**config.mk**
```make
export PLATFORM = sky130hd
export DESIGN_NAME = noc_rr_merge_flat
export DESIGN_NICKNAME = d
export VERILOG_FILES = /design/src/rtl/noc_rr_merge_pkg.sv /design/src/rtl/noc_rr_merge_if.sv /design/src/rtl/noc_rr_merge_rr_pick.sv /design/src/rtl/noc_rr_merge.sv /design/src/flat_wrapper.sv
export SDC_FILE = /design/constraint.sdc
export NUM_CORES = 1
export LEC_CHECK = 0
export ABC_AREA = 1
export BUFFER_PORTS_ARGS = -buffer_cell sky130_fd_sc_hd__buf_4
export CELL_PAD_IN_SITES_DETAIL_PLACEMENT = 2
export CELL_PAD_IN_SITES_GLOBAL_PLACEMENT = 2
export CORE_ASPECT_RATIO = 1.2
export CORE_MARGIN = 2
export CORE_UTILIZATION = 30
export DETAILED_ROUTE_END_ITERATION = 8
export HOLD_SLACK_MARGIN = 0.12
export PLACE_DENSITY = 0.86
export SLEW_MARGIN = 20
export SYNTH_ARGS = -nofsm -noshare
export SYNTH_HDL_FRONTEND = slang
export SYNTH_SLANG_ARGS = --single-unit
```
**constraint.sdc**
```tcl
create_clock -name CLK -period 3.19 [get_ports CLK]
set_input_delay 0.1595 -clock CLK [delete_from_list [all_inputs] [get_ports CLK]]
set_output_delay 0.1595 -clock CLK [all_outputs]
set_load 0.005 [all_outputs]
```
**src/rtl/noc_rr_merge_pkg.sv**
```systemverilog
// noc_pkg: shared flit types for the router merge/arbitration blocks.
//   FLIT_W          flit width; address nibble lives in [ADDR_HI:ADDR_LO]
//   IDX_W           index field width, wide enough for up to 8 merge inputs
//   flit_t          one flit
//   merge_entry_t   {idx, flit} as held in the merge output buffer
package noc_pkg;

    localparam int unsigned FLIT_W  = 9;
    localparam int unsigned ADDR_HI = 8;
    localparam int unsigned ADDR_LO = 5;
    localparam int unsigned IDX_W   = 3;

    typedef logic [FLIT_W-1:0] flit_t;

    typedef struct packed {
        logic [IDX_W-1:0] idx;
        flit_t            flit;
    } merge_entry_t;

endpackage

```
**src/rtl/noc_rr_merge_if.sv**
```systemverilog
// noc_rr_merge_if: handshake bundle of the round-robin merge.
//   in_valid/in_data/in_ready   NUM_IN request channels, flit i at [i*W +: W]
//   out_valid/out_data/out_ready merged flit channel
//   sel_valid/sel_data/sel_ready winner-index channel
// Modports: master = merge block, slave = its environment.
interface noc_rr_merge_if
    import noc_pkg::*;
#(
    parameter int unsigned NUM_IN = 4,
    parameter int unsigned W      = FLIT_W
);
    localparam int unsigned IW = (NUM_IN > 1) ? $clog2(NUM_IN) : 1;

    logic [NUM_IN-1:0]   in_valid;
    logic [NUM_IN*W-1:0] in_data;
    logic [NUM_IN-1:0]   in_ready;
    logic                out_valid;
    logic [W-1:0]        out_data;
    logic                out_ready;
    logic                sel_valid;
    logic [IW-1:0]       sel_data;
    logic                sel_ready;

    modport master (
        input  in_valid, in_data, out_ready, sel_ready,
        output in_ready, out_valid, out_data, sel_valid, sel_data
    );

    modport slave (
        output in_valid, in_data, out_ready, sel_ready,
        input  in_ready, out_valid, out_data, sel_valid, sel_data
    );

endinterface

```
**src/rtl/noc_rr_merge_rr_pick.sv**
```systemverilog
// rr_pick: combinational round-robin picker.
//   req    request vector
//   ptr    highest-priority position; scan runs ptr, ptr+1, ... mod N
//   grant  one-hot grant (zero when no request)
//   idx    index of the granted request
//   any    a request was granted
module rr_pick #(
    parameter int unsigned N  = 4,
    parameter int unsigned IW = (N > 1) ? $clog2(N) : 1
) (
    input  logic [N-1:0]  req,
    input  logic [IW-1:0] ptr,
    output logic [N-1:0]  grant,
    output logic [IW-1:0] idx,
    output logic          any
);

    always_comb begin
        logic [IW:0]   pos;
        logic [IW-1:0] cand;
        grant = '0;
        idx   = '0;
        any   = 1'b0;
        pos   = '0;
        cand  = '0;
        for (int unsigned k = 0; k < N; k++) begin
            pos = {1'b0, ptr} + (IW+1)'(k);
            if (pos >= (IW+1)'(N)) begin
                pos = pos - (IW+1)'(N);
            end
            cand = pos[IW-1:0];
            if (!any && req[cand]) begin
                any         = 1'b1;
                grant[cand] = 1'b1;
                idx         = cand;
            end
        end
    end

endmodule

```
**src/rtl/noc_rr_merge.sv**
```systemverilog
// noc_rr_merge: round-robin merge of NUM_IN flit streams into one output,
// with a 2-entry {idx, flit} buffer and a separate winner-index channel.
//   CLK, RESET  clock, synchronous active-high reset
//   bus         noc_rr_merge_if.master (inputs, out channel, sel channel)
//   grant_cnt   per-input 8-bit saturating grant counters, present only
//               when NOC_RR_MERGE_ARB_STATS_EN is defined
module noc_rr_merge
    import noc_pkg::*;
#(
    parameter int unsigned NUM_IN = 4,
    parameter int unsigned W      = FLIT_W,
    parameter int unsigned DEPTH  = 2
) (
    input  logic              CLK,
    input  logic              RESET,
    noc_rr_merge_if.master    bus
`ifdef NOC_RR_MERGE_ARB_STATS_EN
    ,
    output logic [NUM_IN*8-1:0] grant_cnt
`endif
);

    localparam int unsigned IW = (NUM_IN > 1) ? $clog2(NUM_IN) : 1;

    if (W != FLIT_W || DEPTH != 2 || NUM_IN < 2 || NUM_IN > 8) begin : g_bad_cfg
        $error("noc_rr_merge: unsupported W/DEPTH/NUM_IN");
    end

    merge_entry_t      buf_q [2];
    merge_entry_t      head;
    logic              rd_ptr, wr_ptr;
    logic [1:0]        cnt;
    logic              out_sent, sel_sent;
    logic [IW-1:0]     rr_ptr;

    logic              has_head, out_fire, sel_fire, pop, can_push, push;
    logic [NUM_IN-1:0] pick_grant;
    logic [IW-1:0]     pick_idx;
    logic              pick_any;
    flit_t             in_flit;

    assign head     = buf_q[rd_ptr];
    assign has_head = (cnt != 2'd0);

    assign bus.out_valid = has_head && !out_sent;
    assign bus.sel_valid = has_head && !sel_sent;
    assign bus.out_data  = head.flit;
    assign bus.sel_data  = head.idx[IW-1:0];

    assign out_fire = bus.out_valid && bus.out_ready;
    assign sel_fire = bus.sel_valid && bus.sel_ready;

    // Head leaves once both channels are done, counting completions this cycle.
    assign pop      = has_head && (out_sent || out_fire) && (sel_sent || sel_fire);
    assign can_push = (cnt != 2'd2) || pop;

    rr_pick #(
        .N  (NUM_IN),
        .IW (IW)
    ) u_pick (
        .req   (bus.in_valid & {NUM_IN{can_push}}),
        .ptr   (rr_ptr),
        .grant (pick_grant),
        .idx   (pick_idx),
        .any   (pick_any)
    );

    // RESET blocks any handshake in the cycle it is sampled.
    assign bus.in_ready = RESET ? '0 : pick_grant;
    assign push         = pick_any && !RESET;

    always_comb begin
        in_flit = '0;
        for (int unsigned i = 0; i < NUM_IN; i++) begin
            if (pick_grant[i]) begin
                in_flit = bus.in_data[i*W +: W];
            end
        end
    end

    always_ff @(posedge CLK) begin
        if (RESET) begin
            buf_q[0] <= '0;
            buf_q[1] <= '0;
            rd_ptr   <= 1'b0;
            wr_ptr   <= 1'b0;
            cnt      <= 2'd0;
            out_sent <= 1'b0;
            sel_sent <= 1'b0;
            rr_ptr   <= '0;
        end else begin
            if (push) begin
                buf_q[wr_ptr] <= '{idx: IDX_W'(pick_idx), flit: in_flit};
                wr_ptr        <= ~wr_ptr;
                rr_ptr        <= (pick_idx == IW'(NUM_IN-1)) ? '0 : pick_idx + 1'b1;
            end
            if (pop) begin
                rd_ptr   <= ~rd_ptr;
                out_sent <= 1'b0;
                sel_sent <= 1'b0;
            end else begin
                if (out_fire) out_sent <= 1'b1;
                if (sel_fire) sel_sent <= 1'b1;
            end
            case ({push, pop})
                2'b10:   cnt <= cnt + 2'd1;
                2'b01:   cnt <= cnt - 2'd1;
                default: cnt <= cnt;
            endcase
        end
    end

`ifdef NOC_RR_MERGE_ARB_STATS_EN
    always_ff @(posedge CLK) begin
        if (RESET) begin
            grant_cnt <= '0;
        end else begin
            for (int unsigned i = 0; i < NUM_IN; i++) begin
                if (pick_grant[i] && grant_cnt[i*8 +: 8] != 8'hFF) begin
                    grant_cnt[i*8 +: 8] <= grant_cnt[i*8 +: 8] + 8'd1;
                end
            end
        end
    end
`endif

`ifndef SYNTHESIS
    // Offered flits must stay valid and unchanged until accepted.
    for (genvar g = 0; g < NUM_IN; g++) begin : g_hold_chk
        a_in_hold: assert property (@(posedge CLK) disable iff (RESET)
            (bus.in_valid[g] && !bus.in_ready[g]) |=>
            (bus.in_valid[g] && $stable(bus.in_data[g*W +: W])));
    end
`endif

endmodule

```
**src/flat_wrapper.sv**
```systemverilog
// flat-port wrapper written by rule: the top's interface ports become plain ports
module noc_rr_merge_flat import noc_pkg::*;
#(
    parameter int unsigned NUM_IN = 4,
    parameter int unsigned W      = FLIT_W,
    parameter int unsigned DEPTH  = 2
)
  (CLK, RESET, bus_in_valid, bus_in_data, bus_out_ready, bus_sel_ready, bus_in_ready, bus_out_valid, bus_out_data, bus_sel_valid, bus_sel_data);
  noc_rr_merge_if #(.NUM_IN(NUM_IN), .W(W)) bus_i ();
  input  logic CLK;
  input  logic RESET;
  input wire logic [$bits(bus_i.in_valid)-1:0] bus_in_valid;
  input wire logic [$bits(bus_i.in_data)-1:0] bus_in_data;
  input wire logic [$bits(bus_i.out_ready)-1:0] bus_out_ready;
  input wire logic [$bits(bus_i.sel_ready)-1:0] bus_sel_ready;
  output wire logic [$bits(bus_i.in_ready)-1:0] bus_in_ready;
  output wire logic [$bits(bus_i.out_valid)-1:0] bus_out_valid;
  output wire logic [$bits(bus_i.out_data)-1:0] bus_out_data;
  output wire logic [$bits(bus_i.sel_valid)-1:0] bus_sel_valid;
  output wire logic [$bits(bus_i.sel_data)-1:0] bus_sel_data;
  assign bus_i.in_valid = bus_in_valid;
  assign bus_i.in_data = bus_in_data;
  assign bus_i.out_ready = bus_out_ready;
  assign bus_i.sel_ready = bus_sel_ready;
  assign bus_in_ready = bus_i.in_ready;
  assign bus_out_valid = bus_i.out_valid;
  assign bus_out_data = bus_i.out_data;
  assign bus_sel_valid = bus_i.sel_valid;
  assign bus_sel_data = bus_i.sel_data;
  noc_rr_merge #(.NUM_IN(NUM_IN), .W(W), .DEPTH(DEPTH)) u_core (.CLK(CLK), .RESET(RESET), .bus(bus_i));
endmodule
```
==> results of run 1 <==
==> worst max-delay path, delay by kind of cell (launching register included) <==
| family | cells | cell delay [ns] |
|---|---|---|
| compound gates | 2 | 0.25 |
| simple gates | 8 | 1.30 |
| fa+ha+maj | 1 | 0.40 |
| flops | 1 | 0.45 |
| buf+inv | 2 | 0.32 |
==> worst paths after layout <==
kind                                           end  cells past startpoint
setup / recovery  u_core.buf_q[1][5]$_SDFFCE_PN0P_                     13
hold / removal          u_core.rd_ptr$_SDFFE_PP0P_                      2
setup reg to reg  u_core.buf_q[1][5]$_SDFFCE_PN0P_                     13
hold reg to reg         u_core.wr_ptr$_SDFFE_PP0P_                      2
==> metal layers <==
| layer | part of all wire [%] | vias up | wire length [um] |
|---|---|---|---|
| met5 | 0 | - | 0 |
| met4 | 1.7 | 0 | 135 |
| met3 | 3.1 | 9 | 241 |
| met2 | 58 | 42 | 4500 |
| met1 | 37 | 1080 | 2880 |
| li1 | - | 1052 | - |
==> sequential cells by signal (all words and copies together), names as in the netlist, named ones only <==
signal / flops
u_core.buf_q: 22
u_core.cnt: 2
u_core.out_sent: 1
u_core.rd_ptr: 1
u_core.rr_ptr: 1
u_core.sel_sent: 1
u_core.wr_ptr: 1
==> report_power, final <==
| part | switching, W | internal (W) | leakage [nW] |
|---|---|---|---|
| logic | 0.00133 | 0.000717 | 0.979 |
| clock network | 0.000149 | 0.000228 | 0.0556 |
| registers | 0.0000800 | 0.000612 | 0.308 |
| total | 0.00155 | 0.00156 | 1.34 |
==> cell type report <==
| class | count | area share (%) |
|---|---|---|
| inverters | 23 | 3.020 |
| clock buffers | 5 | 2.407 |
| flip-flops and latches | 31 | 29.45 |
| well taps | 90 | 3.939 |
| repair buffers | 66 | 17.33 |
| multi-input cells | 213 | 42.49 |
| clock inverters | 3 | 1.357 |
==> cell usage after synthesis (all sizes together) <==
cell	count	share of area, %
ha	8	4.6
edfxtp	22	30
nand3	32	8.3
inv	23	3.9
a21oi	47	11
xor2	1	0.40
nand2	71	16
o21ai	11	3.0
nor2	32	6.4
clkbuf	3	0.57
buf	5	2.1
mux2	11	5.6
dfxtp	9	8.2
==> repair_timing <==
action / CTS / global route
gates resized for setup: 0 / 2
endpoints found under the setup margin: 0 / 32
buffers inserted: 0 / 1
==> cells by family after synthesis <==
family          count (synthesis)
simple gates                  135
compound gates                 58
buf+inv                        31
flops                          31
mux                            11
fa+ha+maj                       8
xor+xnor                        1
==> through the flow <==
stage,util (%),power [W],hold slack (ns)
4_1_cts,39.59,0.003113,0.1388
5_1_grt,39.77,0.003398,0.1442
3_3_place_gp,38.10,0.002583,0.4261
6_report,39.77,0.003112,0.1463
3_5_place_dp,38.10,0.002690,0.4293
2_1_floorplan,-,0.002051,0.4284
==> results.md, run 1 <==
- Post-CTS Hold Fix Bufs: 0
- Reg2Reg Setup Slack: 0.33 ns
- FF+latch count, synth: 31
- Post-Synthesis Cells: 275
- GPL Wtd Cong: 0.8532
- Clock buffer count from CTS: 5
- Initial antenna violation count: 0
- Maximum vdd drop: 0.3748 mV
- Global-route wire length before repair: 12380 um
- Starting Density: 30.56%
- Min Clock Period, post-route: 2.862 ns
- Footprint of the multi-input gates: 1215 um^2
- Setup violators final: 0
- Min-delay src: RESET
- Critical path's slowest cell: dfxtp_2
- CTS tree: done
- Ratio of cells with drive above 1 in the final layout: 33.72%
- PortBufs: 60
- Die X: 82.12 um
- RSZ-0062 raised after global routing: false
- Commonest cells after routing, fill and taps aside: 66 x buf_4, 52 x nand2_1, 45 x a21oi_1
- H-tree levels: 2
- GRT met3 Usage: 2.033%
- Post-route cell area: 2859 um^2
- Number of nets with antenna violations after routing: 0
- Hold crit path type: in2reg
- Post-Syn Area: 2197 um^2
- CP max FO: 12
- MaxCap Viol Count: 0
- Final nets: 392
- GRT overflow: 0
- Initial DRC count: 83
- Area growth, synth to finish: 30.13%
- Vias in the first global route: 2455
- Synth Area in Simple Gates: 30.64%
- WS Path Type: reg2reg
- Placed wire-length estimate: 5969 um
- Placed cells: 422
- Largest net degree at the start of global routing: 18
- Register area share after synthesis: 38.27%
- Skew-Pair Late Insertion Delay: 0.28 ns
- Maximum clock rate: 349.4 MHz
- Vias: 2183
- Fin cells: 431
- Clock slew seen by the registers of the worst setup and hold paths: 0.07 ns
- Global route hottest layer: met2
- Largest family of logic cells by synthesized area: simple AND/OR/NAND/NOR gates
- Mapped Avg Cell Area: 7.989 um^2
- Core Area: 7189 um^2
- Adder-Cell Fraction of Synth Area: 4.556%
- Via density: 5.065
- Fillers: 857
- Leakage power: 1.343 nW
- Final Cycle Share: 89.72%
- CTS root buffer: clkbuf_8
- Syn_nets: 327
- Post-synthesis mux area share: 5.638%
- Critical path arrival: 2.99 ns
- Die Ht: 97.75 um
- # rows: 34
- Sequential Area: 842.1 um^2
- Final Hold Fails: 0
- Largest stage delay, worst path: 0.45 ns
- Die area: 8027 um^2
- Diode count: 0
- Grt met1 use: 21.47%
- Final worst slack: 0.3280 ns
- Ports: 61
- # DRC: 0
- Power density over the cells: 1089 nW/um^2
- Final WL: 7758 um
- DR pass1 iterations: 4
- All-Layer GR Usage: 20.43%
- Slew Limit Fails: 0
- Pre-CTS setup slack: 0.2212 ns
- Commonest non-fill, non-tap cell in the layout: buf_4
- CP cell instances: inv_1, ha_1, inv_1, nand3_1, nand2_2, nand2_4, nor2_8, nand3_1, nand2_2, a21oi_1, nand2_1, nand2_1, a21oi_1
- GR Util met2: 40.28%
- Post-synthesis cell type count: 26
- Worst path required time: 3.32 ns
- Clock sink count: 31
- Synth Area in XOR/XNOR: 0.3986%
- Yosys warnings: 0
- Area post-placement: 2739 um^2
- Status: completed
- Clock skew: 0.009093 ns
- Bufs on Longest Clock Path: 2
- Relative slew slack: 59.37%
- Wire per inst: 18.00 um
- Setup_tns: 0 ns
- Crit path capture type: register
- Post-synthesis compound-gate area fraction: 13.90%
- Worst-Margin Slew: 0.6080 ns
- Crit start category: register
(Power assumes the default switching activity.)
==> inputs of run 2 (changes only) <==
--- a/config.mk
+++ b/config.mk
@@ -14,6 +14,7 @@
 export CORE_UTILIZATION = 30
 export DETAILED_ROUTE_END_ITERATION = 8
 export HOLD_SLACK_MARGIN = 0.12
+export MAX_ROUTING_LAYER = met4
 export PLACE_DENSITY = 0.86
 export SLEW_MARGIN = 20
 export SYNTH_ARGS = -nofsm -noshare
==> constraint.sdc (replaced) <==
create_clock -name CLK -period 3.19 [get_ports CLK]
set_input_delay 0.1595 -clock CLK [delete_from_list [all_inputs] [get_ports CLK]]
set_output_delay 0.1595 -clock CLK [all_outputs]
set_load 0.1 [all_outputs]
==> results.md, run 2 (synthesis gave the netlist of run 1 again) <==
- Status: completed
- Worst-Margin Slew: 0.5708 ns
- # rows: 34
- # DRC: 0
- Skew-Pair Late Insertion Delay: 0.28 ns
- WS Path Type: reg2out
- Metal2 WL: 4049 um
- CP max FO: 12
- Post-CTS Repair Setup Buffers: 0
- Final Hold Fails: 0
- Footprint of the multi-input gates: 1224 um^2
- Die Ht: 97.75 um
- Clock sink count: 31
- Diode count: 0
- CTS root buffer: clkbuf_8
- Top Registers: u_core.buf_q: 22 flops, u_core.cnt: 2 flops
- Ports: 61
- Placed wire-length estimate: 6097 um
- Number of nets with antenna violations after routing: 0
- Top reg by flops: u_core.buf_q
- # resized after CTS: 0
- WHS Path Cells: 2
- Clock skew: 0.004734 ns
- Clock slew seen by the registers of the worst setup and hold paths: 0.07 ns
- Critical path arrival: 2.83 ns
- Worst path required time: 3.03 ns
- GPL Wtd Cong: 0.9182
- Via density: 4.953
- Wire per inst: 17.19 um
- Starting Density: 30.56%
- Crit path capture type: output pin
- CP bufs+invs: 3
- Fillers: 828
- CTS tree: done
- Die X: 82.12 um
- Setup_tns: 0 ns
- MaxCap Viol Count: 0
- Clock buffer count from CTS: 5
- Setup violators final: 0
- Largest stage delay, worst path: 0.45 ns
- Commonest non-fill, non-tap cell in the layout: buf_4
- WL met3: 161 um
- CP delay by family, top: simple AND/OR/NAND/NOR gates
- Number of flip-flops in the largest register: 22
- Core Area: 7189 um^2
- Crit start category: register
- DR pass1 iterations: 4
- Levels on crit path: 10
- Slew Limit Fails: 0
- Vias in the first global route: 2358
- RSZ-0062 raised after global routing: false
- Final Cycle Share: 93.64%
- H-tree levels: 2
- CP cell instances: inv_1, ha_1, inv_1, nand3_1, nand2_2, nand2_4, nor2_8, nand3_1, a21oi_2, buf_4
- Initial DRC count: 25
- All-Layer GR Usage: 19.76%
- Post-CTS Hold Fix Bufs: 0
- Area growth, synth to finish: 30.18%
- Pre-CTS setup slack: 0.1141 ns
- Commonest cells after routing, fill and taps aside: 65 x buf_4, 52 x nand2_1, 44 x a21oi_1
- Maximum clock rate: 334.8 MHz
- Initial antenna violation count: 0
- Global-route wire length before repair: 11930 um
- Critical path's slowest cell: dfxtp_2
- Final nets: 391
- Relative slew slack: 61.85%
- Hold crit path type: in2reg
- FF-to-FF path depth: 13
- Sequential Area: 842.1 um^2
- Post-Route Utilization: 39.78%
- Met1 wire length: 3027 um
- Final worst slack: 0.2029 ns
- Largest net degree at the start of global routing: 14
- GRT overflow: 0
- Final WL: 7390 um
- Die area: 8027 um^2
- Min Clock Period, post-route: 2.987 ns
- Vias: 2130
- Top sig layer: met4
- PortBufs: 60
- Ratio of cells with drive above 1 in the final layout: 34.41%
- Bufs on Longest Clock Path: 2
run 2: layout make-up:
| type | instances | share of cell area, % |
|---|---|---|
| inverters | 23 | 3.018 |
| clock buffers | 5 | 2.406 |
| repair buffers | 65 | 17.06 |
| clock inverters | 3 | 1.356 |
| flip-flops and latches | 31 | 29.44 |
| multi-input cells | 213 | 42.78 |
| well taps | 90 | 3.937 |
run 2: layer usage:
layer / GRT usage, % / vias to the layer above
met5: - / -
met4: 5.769 / 0
met3: 1.664 / 12
met2: 36.34 / 35
met1: 22.07 / 1031
li1: - / 1052
run 2: through the flow:
step | instances | hold WS (ns) | cell area [um^2]
after floorplan | 275 | 0.4284 | 2210
final | 430 | 0.1695 | 2860
after CTS | 430 | 0.1592 | 2859
after detailed placement | 422 | 0.4622 | 2751
after global routing | 430 | 0.1778 | 2860
after global placement | 422 | 0.4470 | 2751
run 2: worst paths after layout:
| path | from | to | slack [ns] |
|---|---|---|---|
| worst max-delay path | register | bus_in_ready[2] | 0.20 |
| worst min-delay path | RESET | u_core.rd_ptr$_SDFFE_PP0P_ | 0.17 |
| worst max register to register | register | u_core.buf_q[0][4]$_SDFFCE_PN0P_ | 0.26 |
| worst min register to register | u_core.wr_ptr$_SDFFE_PP0P_ | u_core.wr_ptr$_SDFFE_PP0P_ | 0.51 |
Power of run 2 is left out: the tool's default activity adds up to more than one toggle a clock period on the data nets, which glitch-free logic cannot reach.
